[src/rtl/dhcp_vlg_pkg.sv]
// Shared definitions for the DHCP receive path: well-known ports, option
// codes, the magic cookie, the parser state encoding, the bundle of parsed
// lease fields and a fixed-header byte checker.
package dhcp_vlg_pkg;

  localparam logic [31:0] DHCP_MAGIC_COOKIE = 32'h6382_5363;
  localparam logic [15:0] DHCP_SRV_PORT     = 16'd67;
  localparam logic [15:0] DHCP_CLI_PORT     = 16'd68;

  localparam logic [7:0] DHCP_OPT_PAD         = 8'd0;
  localparam logic [7:0] DHCP_OPT_SUBNET_MASK = 8'd1;
  localparam logic [7:0] DHCP_OPT_ROUTER      = 8'd3;
  localparam logic [7:0] DHCP_OPT_DNS         = 8'd6;
  localparam logic [7:0] DHCP_OPT_LEASE_TIME  = 8'd51;
  localparam logic [7:0] DHCP_OPT_MSG_TYPE    = 8'd53;
  localparam logic [7:0] DHCP_OPT_SRV_ID      = 8'd54;
  localparam logic [7:0] DHCP_OPT_END         = 8'd255;

  typedef enum logic [2:0] {
    IDLE, HDR, OPT_CODE, OPT_LEN, OPT_DAT, SKIP, DONE
  } dhcp_rx_state_t;

  typedef struct packed {
    logic [31:0] xid;
    logic [31:0] yiaddr;
    logic [31:0] siaddr;
    logic [7:0]  msg_type;
    logic [31:0] srv_id;
    logic [31:0] subnet_mask;
    logic [31:0] router;
    logic [31:0] dns;
    logic [31:0] lease_time;
    logic [5:0]  opt_pres;
  } dhcp_rx_fields_t;

  // Checks the BOOTP bytes with a fixed required value (op, htype, hlen and
  // the magic cookie); every other header byte is free.
  function automatic logic hdr_byte_ok(input logic [15:0] idx, input logic [7:0] b);
    logic ok;
    case (idx)
      16'd0:   ok = (b == 8'd2);
      16'd1:   ok = (b == 8'd1);
      16'd2:   ok = (b == 8'd6);
      16'd236: ok = (b == DHCP_MAGIC_COOKIE[31:24]);
      16'd237: ok = (b == DHCP_MAGIC_COOKIE[23:16]);
      16'd238: ok = (b == DHCP_MAGIC_COOKIE[15:8]);
      16'd239: ok = (b == DHCP_MAGIC_COOKIE[7:0]);
      default: ok = 1'b1;
    endcase
    return ok;
  endfunction

endpackage

[src/rtl/dhcp_vlg_rx_opt.sv]
// TLV walker for the DHCP option area. The top FSM owns the state register;
// this block supplies the next state while in OPT_CODE/OPT_LEN/OPT_DAT and
// holds the option code, length, data count and capture register.
// Ports: clk, rst_n (async, active-low), byte_en (accepted option byte),
//        state (current parser state), dat (byte), nxt_state, commit (last
//        data byte of an option), commit_code, commit_dat (left-aligned).
module dhcp_vlg_rx_opt
  import dhcp_vlg_pkg::*;
#(
  parameter int OPT_DAT_BYTES = 4
) (
  input  logic           clk,
  input  logic           rst_n,
  input  logic           byte_en,
  input  dhcp_rx_state_t state,
  input  logic [7:0]     dat,
  output dhcp_rx_state_t nxt_state,
  output logic           commit,
  output logic [7:0]     commit_code,
  output logic [31:0]    commit_dat
);

  logic [7:0]  code_q, code_d, len_q, len_d, cnt_q, cnt_d, cnt_inc, stored;
  logic [31:0] cap_q, cap_d;

  // Short options arrive right-aligned in the shift register; move them to
  // the top so the received bytes lead the field.
  function automatic logic [31:0] left_align(input logic [31:0] v, input logic [7:0] n);
    logic [31:0] r;
    case (n)
      8'd1:    r = {v[7:0], 24'd0};
      8'd2:    r = {v[15:0], 16'd0};
      8'd3:    r = {v[23:0], 8'd0};
      default: r = v;
    endcase
    return r;
  endfunction

  always_comb begin
    code_d     = code_q;
    len_d      = len_q;
    cnt_d      = cnt_q;
    cap_d      = cap_q;
    nxt_state  = state;
    commit     = 1'b0;
    commit_dat = '0;
    cnt_inc    = cnt_q + 8'd1;
    stored     = (len_q < 8'(OPT_DAT_BYTES)) ? len_q : 8'(OPT_DAT_BYTES);
    if (byte_en) begin
      case (state)
        OPT_CODE: begin
          if (dat == DHCP_OPT_END) begin
            nxt_state = SKIP;
          end else if (dat != DHCP_OPT_PAD) begin
            code_d    = dat;
            nxt_state = OPT_LEN;
          end
        end
        OPT_LEN: begin
          len_d     = dat;
          cnt_d     = 8'd0;
          cap_d     = '0;
          nxt_state = (dat == 8'd0) ? OPT_CODE : OPT_DAT;
        end
        OPT_DAT: begin
          cnt_d = cnt_inc;
          if (cnt_q < 8'(OPT_DAT_BYTES)) cap_d = {cap_q[23:0], dat};
          if (cnt_inc == len_q) begin
            commit     = 1'b1;
            commit_dat = left_align(cap_d, stored);
            nxt_state  = OPT_CODE;
          end
        end
        default: ;
      endcase
    end
  end

  assign commit_code = code_q;

  always_ff @(posedge clk or negedge rst_n) begin
    if (!rst_n) begin
      code_q <= '0;
      len_q  <= '0;
      cnt_q  <= '0;
      cap_q  <= '0;
    end else begin
      code_q <= code_d;
      len_q  <= len_d;
      cnt_q  <= cnt_d;
      cap_q  <= cap_d;
    end
  end

endmodule

[src/rtl/dhcp_vlg_rx.sv]
// DHCP receive parser. Validates the BOOTP header and magic cookie of a UDP
// payload stream, walks the option TLVs and reports the lease fields with a
// one-cycle val pulse the cycle after eof, or an err pulse on discard.
// Ports: clk, rst_n (async, active-low); strm_* payload stream; src_port,
//        dst_port, exp_xid; outputs val, err and the parsed fields.
// Optional build macro DHCP_RX_XID_CHK_EN: reject frames whose xid differs
// from exp_xid; without it exp_xid is ignored.
module dhcp_vlg_rx
  import dhcp_vlg_pkg::*;
#(
  parameter int HDR_LEN       = 240,
  parameter int OPT_MAX_LEN   = 312,
  parameter int OPT_DAT_BYTES = 4
) (
  input  logic        clk,
  input  logic        rst_n,
  input  logic [7:0]  strm_dat,
  input  logic        strm_val,
  input  logic        strm_sof,
  input  logic        strm_eof,
  input  logic        strm_err,
  input  logic [15:0] src_port,
  input  logic [15:0] dst_port,
  input  logic [31:0] exp_xid,
  output logic        val,
  output logic        err,
  output logic [31:0] xid,
  output logic [31:0] yiaddr,
  output logic [31:0] siaddr,
  output logic [7:0]  msg_type,
  output logic [31:0] srv_id,
  output logic [31:0] subnet_mask,
  output logic [31:0] router,
  output logic [31:0] dns,
  output logic [31:0] lease_time,
  output logic [5:0]  opt_pres
);

  localparam logic [15:0] FRAME_MAX = 16'(HDR_LEN + OPT_MAX_LEN);
  localparam logic [15:0] HDR_LAST  = 16'(HDR_LEN - 1);

  dhcp_rx_state_t  state_q, state_d, opt_nxt;
  dhcp_rx_fields_t shd_q, shd_d, out_q, out_d;
  logic [15:0] byte_cnt_q, byte_cnt_d, idx;
  logic        bad_q, bad_d, serr_q, serr_d, val_q, val_d, err_q, err_d;
  logic        in_frame, opt_en, opt_commit, trunc;
  logic [7:0]  opt_code;
  logic [31:0] opt_dat;

`ifndef DHCP_RX_XID_CHK_EN
  logic unused_exp_xid;
  assign unused_exp_xid = ^exp_xid;
`endif

  assign in_frame = state_q inside {HDR, OPT_CODE, OPT_LEN, OPT_DAT, SKIP};
  assign opt_en   = strm_val && !strm_sof && (state_q inside {OPT_CODE, OPT_LEN, OPT_DAT});

  dhcp_vlg_rx_opt #(.OPT_DAT_BYTES(OPT_DAT_BYTES)) u_opt (
    .clk         (clk),
    .rst_n       (rst_n),
    .byte_en     (opt_en),
    .state       (state_q),
    .dat         (strm_dat),
    .nxt_state   (opt_nxt),
    .commit      (opt_commit),
    .commit_code (opt_code),
    .commit_dat  (opt_dat)
  );

  always_comb begin
    state_d    = state_q;
    byte_cnt_d = byte_cnt_q;
    bad_d      = bad_q;
    serr_d     = serr_q;
    shd_d      = shd_q;
    out_d      = out_q;
    val_d      = 1'b0;
    err_d      = 1'b0;
    idx        = byte_cnt_q;
    trunc      = 1'b0;

    if (state_q == DONE) state_d = IDLE;

    if (strm_val && strm_sof) begin
      // A sof while a frame is open abandons that frame and restarts here.
      err_d      = in_frame;
      idx        = 16'd0;
      byte_cnt_d = 16'd1;
      bad_d      = (src_port != DHCP_SRV_PORT) || (dst_port != DHCP_CLI_PORT);
      serr_d     = strm_err;
      shd_d      = '0;
      state_d    = HDR;
      trunc      = strm_eof;
    end else if (strm_val && in_frame) begin
      if (byte_cnt_q != 16'hFFFF) byte_cnt_d = byte_cnt_q + 16'd1;
      serr_d = serr_q | strm_err;
      trunc  = strm_eof && (state_q inside {HDR, OPT_LEN, OPT_DAT});
      if (state_q inside {OPT_CODE, OPT_LEN, OPT_DAT}) state_d = opt_nxt;
    end

    if (strm_val && (strm_sof || state_q == HDR)) begin
      if (idx inside {[16'd4:16'd7]})   shd_d.xid    = {shd_q.xid[23:0], strm_dat};
      if (idx inside {[16'd16:16'd19]}) shd_d.yiaddr = {shd_q.yiaddr[23:0], strm_dat};
      if (idx inside {[16'd20:16'd23]}) shd_d.siaddr = {shd_q.siaddr[23:0], strm_dat};
`ifdef DHCP_RX_XID_CHK_EN
      if (idx == 16'd7 && {shd_q.xid[23:0], strm_dat} != exp_xid) bad_d = 1'b1;
`endif
      if (!hdr_byte_ok(idx, strm_dat)) bad_d = 1'b1;
      if (bad_d)                 state_d = SKIP;
      else if (idx == HDR_LAST)  state_d = OPT_CODE;
    end

    if (opt_commit) begin
      case (opt_code)
        DHCP_OPT_MSG_TYPE:    begin shd_d.msg_type    = opt_dat[31:24]; shd_d.opt_pres[0] = 1'b1; end
        DHCP_OPT_SRV_ID:      begin shd_d.srv_id      = opt_dat;        shd_d.opt_pres[1] = 1'b1; end
        DHCP_OPT_SUBNET_MASK: begin shd_d.subnet_mask = opt_dat;        shd_d.opt_pres[2] = 1'b1; end
        DHCP_OPT_ROUTER:      begin shd_d.router      = opt_dat;        shd_d.opt_pres[3] = 1'b1; end
        DHCP_OPT_DNS:         begin shd_d.dns         = opt_dat;        shd_d.opt_pres[4] = 1'b1; end
        DHCP_OPT_LEASE_TIME:  begin shd_d.lease_time  = opt_dat;        shd_d.opt_pres[5] = 1'b1; end
        default: ;
      endcase
    end

    // The verdict is registered on the eof byte so val/err appear in DONE,
    // one cycle after eof.
    if (strm_val && strm_eof && (strm_sof || in_frame)) begin
      if (bad_d || trunc || serr_d || !shd_d.opt_pres[0] || (byte_cnt_d > FRAME_MAX)) begin
        err_d = 1'b1;
      end else begin
        val_d = 1'b1;
        out_d = shd_d;
      end
      state_d = DONE;
    end
  end

  always_ff @(posedge clk or negedge rst_n) begin
    if (!rst_n) begin
      state_q    <= IDLE;
      byte_cnt_q <= '0;
      bad_q      <= 1'b0;
      serr_q     <= 1'b0;
      shd_q      <= '0;
      out_q      <= '0;
      val_q      <= 1'b0;
      err_q      <= 1'b0;
    end else begin
      state_q    <= state_d;
      byte_cnt_q <= byte_cnt_d;
      bad_q      <= bad_d;
      serr_q     <= serr_d;
      shd_q      <= shd_d;
      out_q      <= out_d;
      val_q      <= val_d;
      err_q      <= err_d;
    end
  end

  assign val         = val_q;
  assign err         = err_q;
  assign xid         = out_q.xid;
  assign yiaddr      = out_q.yiaddr;
  assign siaddr      = out_q.siaddr;
  assign msg_type    = out_q.msg_type;
  assign srv_id      = out_q.srv_id;
  assign subnet_mask = out_q.subnet_mask;
  assign router      = out_q.router;
  assign dns         = out_q.dns;
  assign lease_time  = out_q.lease_time;
  assign opt_pres    = out_q.opt_pres;

endmodule

[config.mk]
export PLATFORM = sky130hd
export DESIGN_NAME = dhcp_vlg_rx
export DESIGN_NICKNAME = d
export VERILOG_FILES = /design/src/rtl/dhcp_vlg_pkg.sv /design/src/rtl/dhcp_vlg_rx_opt.sv /design/src/rtl/dhcp_vlg_rx.sv
export SDC_FILE = /design/constraint.sdc
export NUM_CORES = 1
export LEC_CHECK = 0
export BUFFER_PORTS_ARGS = -buffer_cell sky130_fd_sc_hd__buf_4
export CAP_MARGIN = 40
export CORE_MARGIN = 5
export CORE_UTILIZATION = 58
export CTS_CLUSTER_DIAMETER = 150
export DETAILED_ROUTE_END_ITERATION = 8
export PLACE_DENSITY = 0.8
export SYNTH_ARGS = -nofsm -noshare
export SYNTH_HDL_FRONTEND = slang
export SYNTH_HIERARCHICAL = 1
export SYNTH_SLANG_ARGS = --single-unit
[constraint.sdc]
create_clock -name clk -period 7.8 [get_ports clk]
set_clock_uncertainty 0.2 [all_clocks]
set_input_delay 0.78 -clock clk [delete_from_list [all_inputs] [get_ports clk]]
set_output_delay 0.78 -clock clk [all_outputs]
set_load 0.03 [all_outputs]
# ---- Word level (Yosys, flattened, before mapping)
# Cells that the tools add are included.
dict set report word_totals {
  regBits 619
  output_inout_bits 272
}
dict set report classes {
  n_addsub 2
  magnitude_cmp 9
  eq_ne 32
  muxes 61
  bitwise_logic 3
  n_reduce_logical 32
}
# op n
set ops {}
lappend ops {{32-bit 2-to-1 mux} 11}
lappend ops {{270-bit 2-to-1 mux} 1}
lappend ops {{174-bit 2-to-1 mux} 1}
lappend ops {{96-bit 2-to-1 mux} 1}
lappend ops {{32-bit case mux with 3 select lines} 1}
lappend ops {{16-bit by 8-bit == test with 1-bit output (second input constant)} 4}
lappend ops {{16-bit 2-to-1 mux} 4}
lappend ops {{32-bit case mux with 2 select lines} 1}
lappend ops {{3-bit 2-to-1 mux} 13}
lappend ops {{33-bit 2-to-1 mux} 1}
lappend ops {{8-bit by 2-bit == test with 1-bit output (second input constant)} 4}
lappend ops {{16-bit by 5-bit greater-or-equal comparator with 1-bit output (second input constant)} 2}
lappend ops {{16-bit by 5-bit less-or-equal comparator with 1-bit output (second input constant)} 2}
lappend ops {{16-bit by 7-bit != test with 1-bit output (second input constant)} 2}
lappend ops {{8-bit by 1-bit == test with 1-bit output (second input constant)} 3}
lappend ops {{8-bit by 6-bit == test with 1-bit output (second input constant)} 3}
lappend ops {{1-bit 2-to-1 mux} 22}
lappend ops {{16-bit by 1-bit adder with 16-bit output (second input constant)} 1}
lappend ops {{16-bit by 1-bit == test with 1-bit output (second input constant)} 1}
lappend ops {{16-bit by 2-bit == test with 1-bit output (second input constant)} 1}
lappend ops {{8-bit by 3-bit == test with 1-bit output (second input constant)} 2}
lappend ops {{8-bit by 7-bit == test with 1-bit output (second input constant)} 2}
lappend ops {{8-bit == test (second input constant)} 2}
lappend ops {{16-bit by 3-bit greater-or-equal comparator with 1-bit output (second input constant)} 1}
lappend ops {{27 further kinds} 53}

# ---- Logic depth before layout (Yosys ltp)
dict set report logic_depth {
  word_depth 15
  depth_mapped 19
}

# ---- By module
# The synthesis kept the hierarchy.
# module n_inst cells_each area_each_um2 seq_area_each_um2
set by_module_without_submodules {}
lappend by_module_without_submodules {dhcp_vlg_rx 1 2004 22648.0 14088.5}
lappend by_module_without_submodules {dhcp_vlg_rx_opt 1 434 3818.7 1401.3}

# ---- Least setup slack after synthesis
# OpenSTA, ideal clock, no wires.
dict set report synth_path {
  path_kind {in2reg}
  start {in strm_val}
  end {reg out_q, in the netlist siaddr[0]}
  setup_ns 0.125
  t_arrival_ns 5.065
  slack_ns 2.411
  path_stages 18
  path_buffers 5
  path_cell_list {buf_2 -> inv_1 -> nor3_1 -> nor2b_1 -> and3_1 -> clkbuf_1 -> nand4_4 -> buf_6 -> inv_1 -> or3b_1 -> o32ai_1 -> o2111ai_1 -> a311oi_1 -> or4b_1 -> a2111oi_4 -> buf_6 -> buf_6 -> mux2_2}
}
# item line
set synth_rtl {}
lappend synth_rtl {{start: declaration} dhcp_vlg_rx.sv:18} ;# input logic strm_val,
lappend synth_rtl {{end signal: assignment} dhcp_vlg_rx.sv:154} ;# out_q <= out_d;
lappend synth_rtl {{end: declaration} dhcp_vlg_rx.sv:43} ;# dhcp_rx_fields_t shd_q, shd_d, out_q, out_d;

==> out/results.ini <==
[yosys]
ys_ff_latch = 619
synth_sequential_area_ratio = 0.585
netlist_top_cells_area = sky130_fd_sc_hd__dfrtp_1 (59%), sky130_fd_sc_hd__nand2_1 (9.5%), sky130_fd_sc_hd__mux2_1 (6.9%), sky130_fd_sc_hd__o21ai_0 (6.1%), sky130_fd_sc_hd__mux2_2 (5.4%)
synth-main-ff-cell = sky130_fd_sc_hd__dfrtp_1
netlist_instances = 2438
synthArstFlopShare = 1.00
mappedNetlistArea_um2 = 26500
synth_largest_area_cell = sky130_fd_sc_hd__dfrtp_1
synth_cell_types = 79
synth-warning-count = 6
synth_edf_count = 0
synth_area_per_cell_um2 = 10.9
synth_top_area_frac = 0.585
post_synthesis_net_count = 2518

[sta]
post-route-min-period_ns = 6.70
maxSlewViolCount = 0
finalCritPeriodShare = 0.859
finalSetupTns_ns = 0
fin_worst_hold_slack_ns = 0.00434
tightest_slew_ns = 1.02
worst_slew_margin_rel = 0.322
max_clock_freq_mhz = 149
grt_setup_unrepaired = false
report.final.setup_viol = 0
hold_violations = 0

[worst_setup_path]
timing.critical_path.to_type = register
reg2reg_to = siaddr[30]
max_stage_delay_ns = 0.75
timing.critical_path.from_type = register
worstRegToRegCells = 16
path_max_fanout = 106
critical_path.n_buffers_inverters = 3
worst_path_dominant_cell_family = simple AND/OR/NAND/NOR gates
crit-reg2reg-launch = state_q[2]
worst_setup_path_startpoint = state_q[2]
cells_traversed_along_the_worst_timing_path = nor3b_1, a21oi_1, nor3_1, nor2b_1, and3_1, nand4_4, buf_4, inv_1, or3b_1, o32ai_1, o2111ai_1, a311oi_1, or4b_1, a2111oi_4, buf_12, mux2_2
worst_path_max_delay_cell = sky130_fd_sc_hd__a2111oi_4
worst-r2r-setup-slack_ns = 1.10
crit_required_ns = 8.09
critPathKind = register to register
worst_path_arrival_time_ns = 6.99

[die]
fp.dieArea_um2 = 50000
rows = 78
top_level_pins = 350
die_height_um = 224
core-area_um2 = 45300
initial_core_util = 0.584
die_w_um = 224

[cts]
buffers_inserted_by_post_cts_timing_repair = 0
postCtsHoldBufs = 0
post_cts.resized_instances = 0
cts_max_level = 2
clock_tree_from_tritoncts = done
tritoncts_num_sinks = 619
clk-insertion-delay-late_ns = 0.64
cts-root-buf = sky130_fd_sc_hd__clkbuf_16
cts_max_path_buffers = 3
cts.clk_slew.worst_paths_ns = 0.06
clock_buffer_count_from_cts = 61

[global_route]
first_global_vias = 20100
global_route.overflow_total = 0
track_usage = 0.273
initial_antenna_violation_count = 0
grt_first_pass_wirelength_mm = 110
grt_max_degree = 201

[pwr]
netSwitchingFraction = 0.259
comb_power_share = 0.100
power-per-cell-area_nw_per_um2 = 228
seq_power_share = 0.485
power.clock.fraction = 0.414
p_sw_mw = 1.85
ir_drop_mv = 0.214
leakage_nw = 15.0
cellInternalPower_mw = 5.31

[routing]
wire_per_inst_um = 20.5
first_pass_iters = 6
drc = 0
via_count = 19600
ant_nets = 0
routed_via_density = 5.88
drt_iter0_drc = 2115
detail_route.wirelength_mm = 68.4

[finish]
drive_above_1_share = 0.230
num_antenna_cells = 0
commonest_cells_after_routing_fill_and_taps_aside = sky130_fd_sc_hd__nand2_1 (667), sky130_fd_sc_hd__dfrtp_1 (619), sky130_fd_sc_hd__buf_4 (345), sky130_fd_sc_hd__o21ai_0 (322), sky130_fd_sc_hd__mux2_1 (163)
layout-area-overhead-vs-synth_pct = 18.5
final_common_cell = sky130_fd_sc_hd__nand2_1
multi_input_comb_area_um2 = 10200
fillCellCount = 3263
regArea_um2 = 15500
final_nets = 2778

[placed_design]
gp_congestion = 0.885
dp.final_hpwl_mm = 44.7
port_bufs = 317

[run]
max_cap_violations = 0

[min_path]
hold_path.class = primary input to asynchronous set/reset pin

[status]
run_status = completed

[worst reg2reg max path: cells and delay by family (launching register included)]
kind | cells | cell delay, ns
AO/OA/AOI/OAI | 5 | 1.68
buffers and inverters | 3 | 0.87
flip-flops | 1 | 0.62
multiplexers | 1 | 0.57
AND/OR/NAND/NOR | 7 | 2.63
[through the flow]
step / instances / total power, mW / area (um^2) / util / setup slack, ns
after floorplan: 2438 / 3.98 / 26500 / - / 2.41
after global placement: 3214 / 4.18 / 29100 / 0.643 / 1.22
after detailed placement: 3235 / 4.23 / 29300 / 0.647 / 1.15
after CTS: 3342 / 7.20 / 31400 / 0.692 / 1.14
after global routing: 3342 / 7.43 / 31400 / 0.692 / 0.709
final: 3342 / 7.16 / 31400 / 0.692 / 1.10
[sequential cells by signal, indices dropped and copies added (netlist names), 3 cells and up]
name               count
subnet_mask           32
u_opt/cap_q           32
yiaddr                32
byte_cnt_q            16
shd_q                270
lease_time            32
state_q                3
opt_pres               6
dns                   32
siaddr                32
u_opt/len_q            8
srv_id                32
u_opt/cnt_q            8
xid                   32
msg_type               8
u_opt/commit_code      8
router                32
[synthesized netlist by cell type, types with 6 or more instances]
| library cell | count |
|---|---|
| sky130_fd_sc_hd__mux4_2 | 8 |
| sky130_fd_sc_hd__a31oi_1 | 16 |
| sky130_fd_sc_hd__clkbuf_1 | 117 |
| sky130_fd_sc_hd__nand4_1 | 18 |
| sky130_fd_sc_hd__mux2_1 | 163 |
| sky130_fd_sc_hd__and4_1 | 8 |
| sky130_fd_sc_hd__mux2_2 | 127 |
| sky130_fd_sc_hd__nor3_2 | 9 |
| sky130_fd_sc_hd__a22oi_1 | 16 |
| sky130_fd_sc_hd__nor3_1 | 12 |
| sky130_fd_sc_hd__and3_1 | 7 |
| sky130_fd_sc_hd__nand2_1 | 668 |
| sky130_fd_sc_hd__nand3_1 | 16 |
| sky130_fd_sc_hd__o2111ai_1 | 6 |
| sky130_fd_sc_hd__nand2b_1 | 8 |
| sky130_fd_sc_hd__xnor2_1 | 9 |
| sky130_fd_sc_hd__or3_1 | 8 |
| sky130_fd_sc_hd__dfrtp_1 | 619 |
| sky130_fd_sc_hd__a32o_1 | 8 |
| sky130_fd_sc_hd__a21oi_1 | 20 |
| sky130_fd_sc_hd__inv_1 | 13 |
| sky130_fd_sc_hd__nor3b_1 | 7 |
| sky130_fd_sc_hd__xor2_1 | 8 |
| sky130_fd_sc_hd__nor4_1 | 18 |
| sky130_fd_sc_hd__o21ai_0 | 322 |
| sky130_fd_sc_hd__buf_2 | 15 |
| sky130_fd_sc_hd__buf_6 | 25 |
| sky130_fd_sc_hd__nor2b_1 | 8 |
| sky130_fd_sc_hd__nor2_1 | 49 |
| sky130_fd_sc_hd__mux2i_1 | 11 |
[how the worst max path moves through the flow]
stage                     slack, ns  depth (start not counted)          to
after floorplan                2.41                         18   siaddr[0]
after global placement         1.22                         16  siaddr[19]
after detailed placement       1.15                         16  siaddr[30]
after CTS                      1.14                         16  siaddr[26]
after global routing           0.71                         16  siaddr[30]
final                          1.10                         16  siaddr[30]
[logic make-up after synthesis]
group	after synthesis	share of synthesized area
AO/OA/AOI/OAI	435	0.0935
XOR/XNOR	17	0.00563
adder cells (fa/ha/maj)	2	0.000945
buffers and inverters	177	0.0333
flip-flops	619	0.585
multiplexers	310	0.135
AND/OR/NAND/NOR	878	0.146
[routing by layer]
| layer | up-vias | track usage | share of wire |
|---|---|---|---|
| met5 | - | 0 | 0 |
| met4 | 0 | 0.106 | 0.042 |
| met3 | 184 | 0.0795 | 0.089 |
| met1 | 9832 | 0.364 | 0.40 |
| met2 | 727 | 0.429 | 0.47 |
| li1 | 8893 | - | - |
[area by class of cell]
type | count | share of cell area
Inverter | 14 | 0.00168
Multi-Input combinational cell | 1642 | 0.324
Timing Repair Buffer | 360 | 0.0914
Sequential cell | 619 | 0.494
Clock inverter | 20 | 0.00846
Clock buffer | 87 | 0.0563
Tap cell | 600 | 0.0239
[power groups by stage]
stage                     Combinational, mW  Clock [mW]  Sequential (mW)
after CTS                             0.712        3.01             3.47
after floorplan                       0.525           0             3.46
after global placement                0.669           0             3.51
final                                 0.719        2.97             3.48
after detailed placement              0.708           0             3.53
after global routing                  0.789        3.15             3.49
No activity file was read; power rests on OpenSTA's default activity.
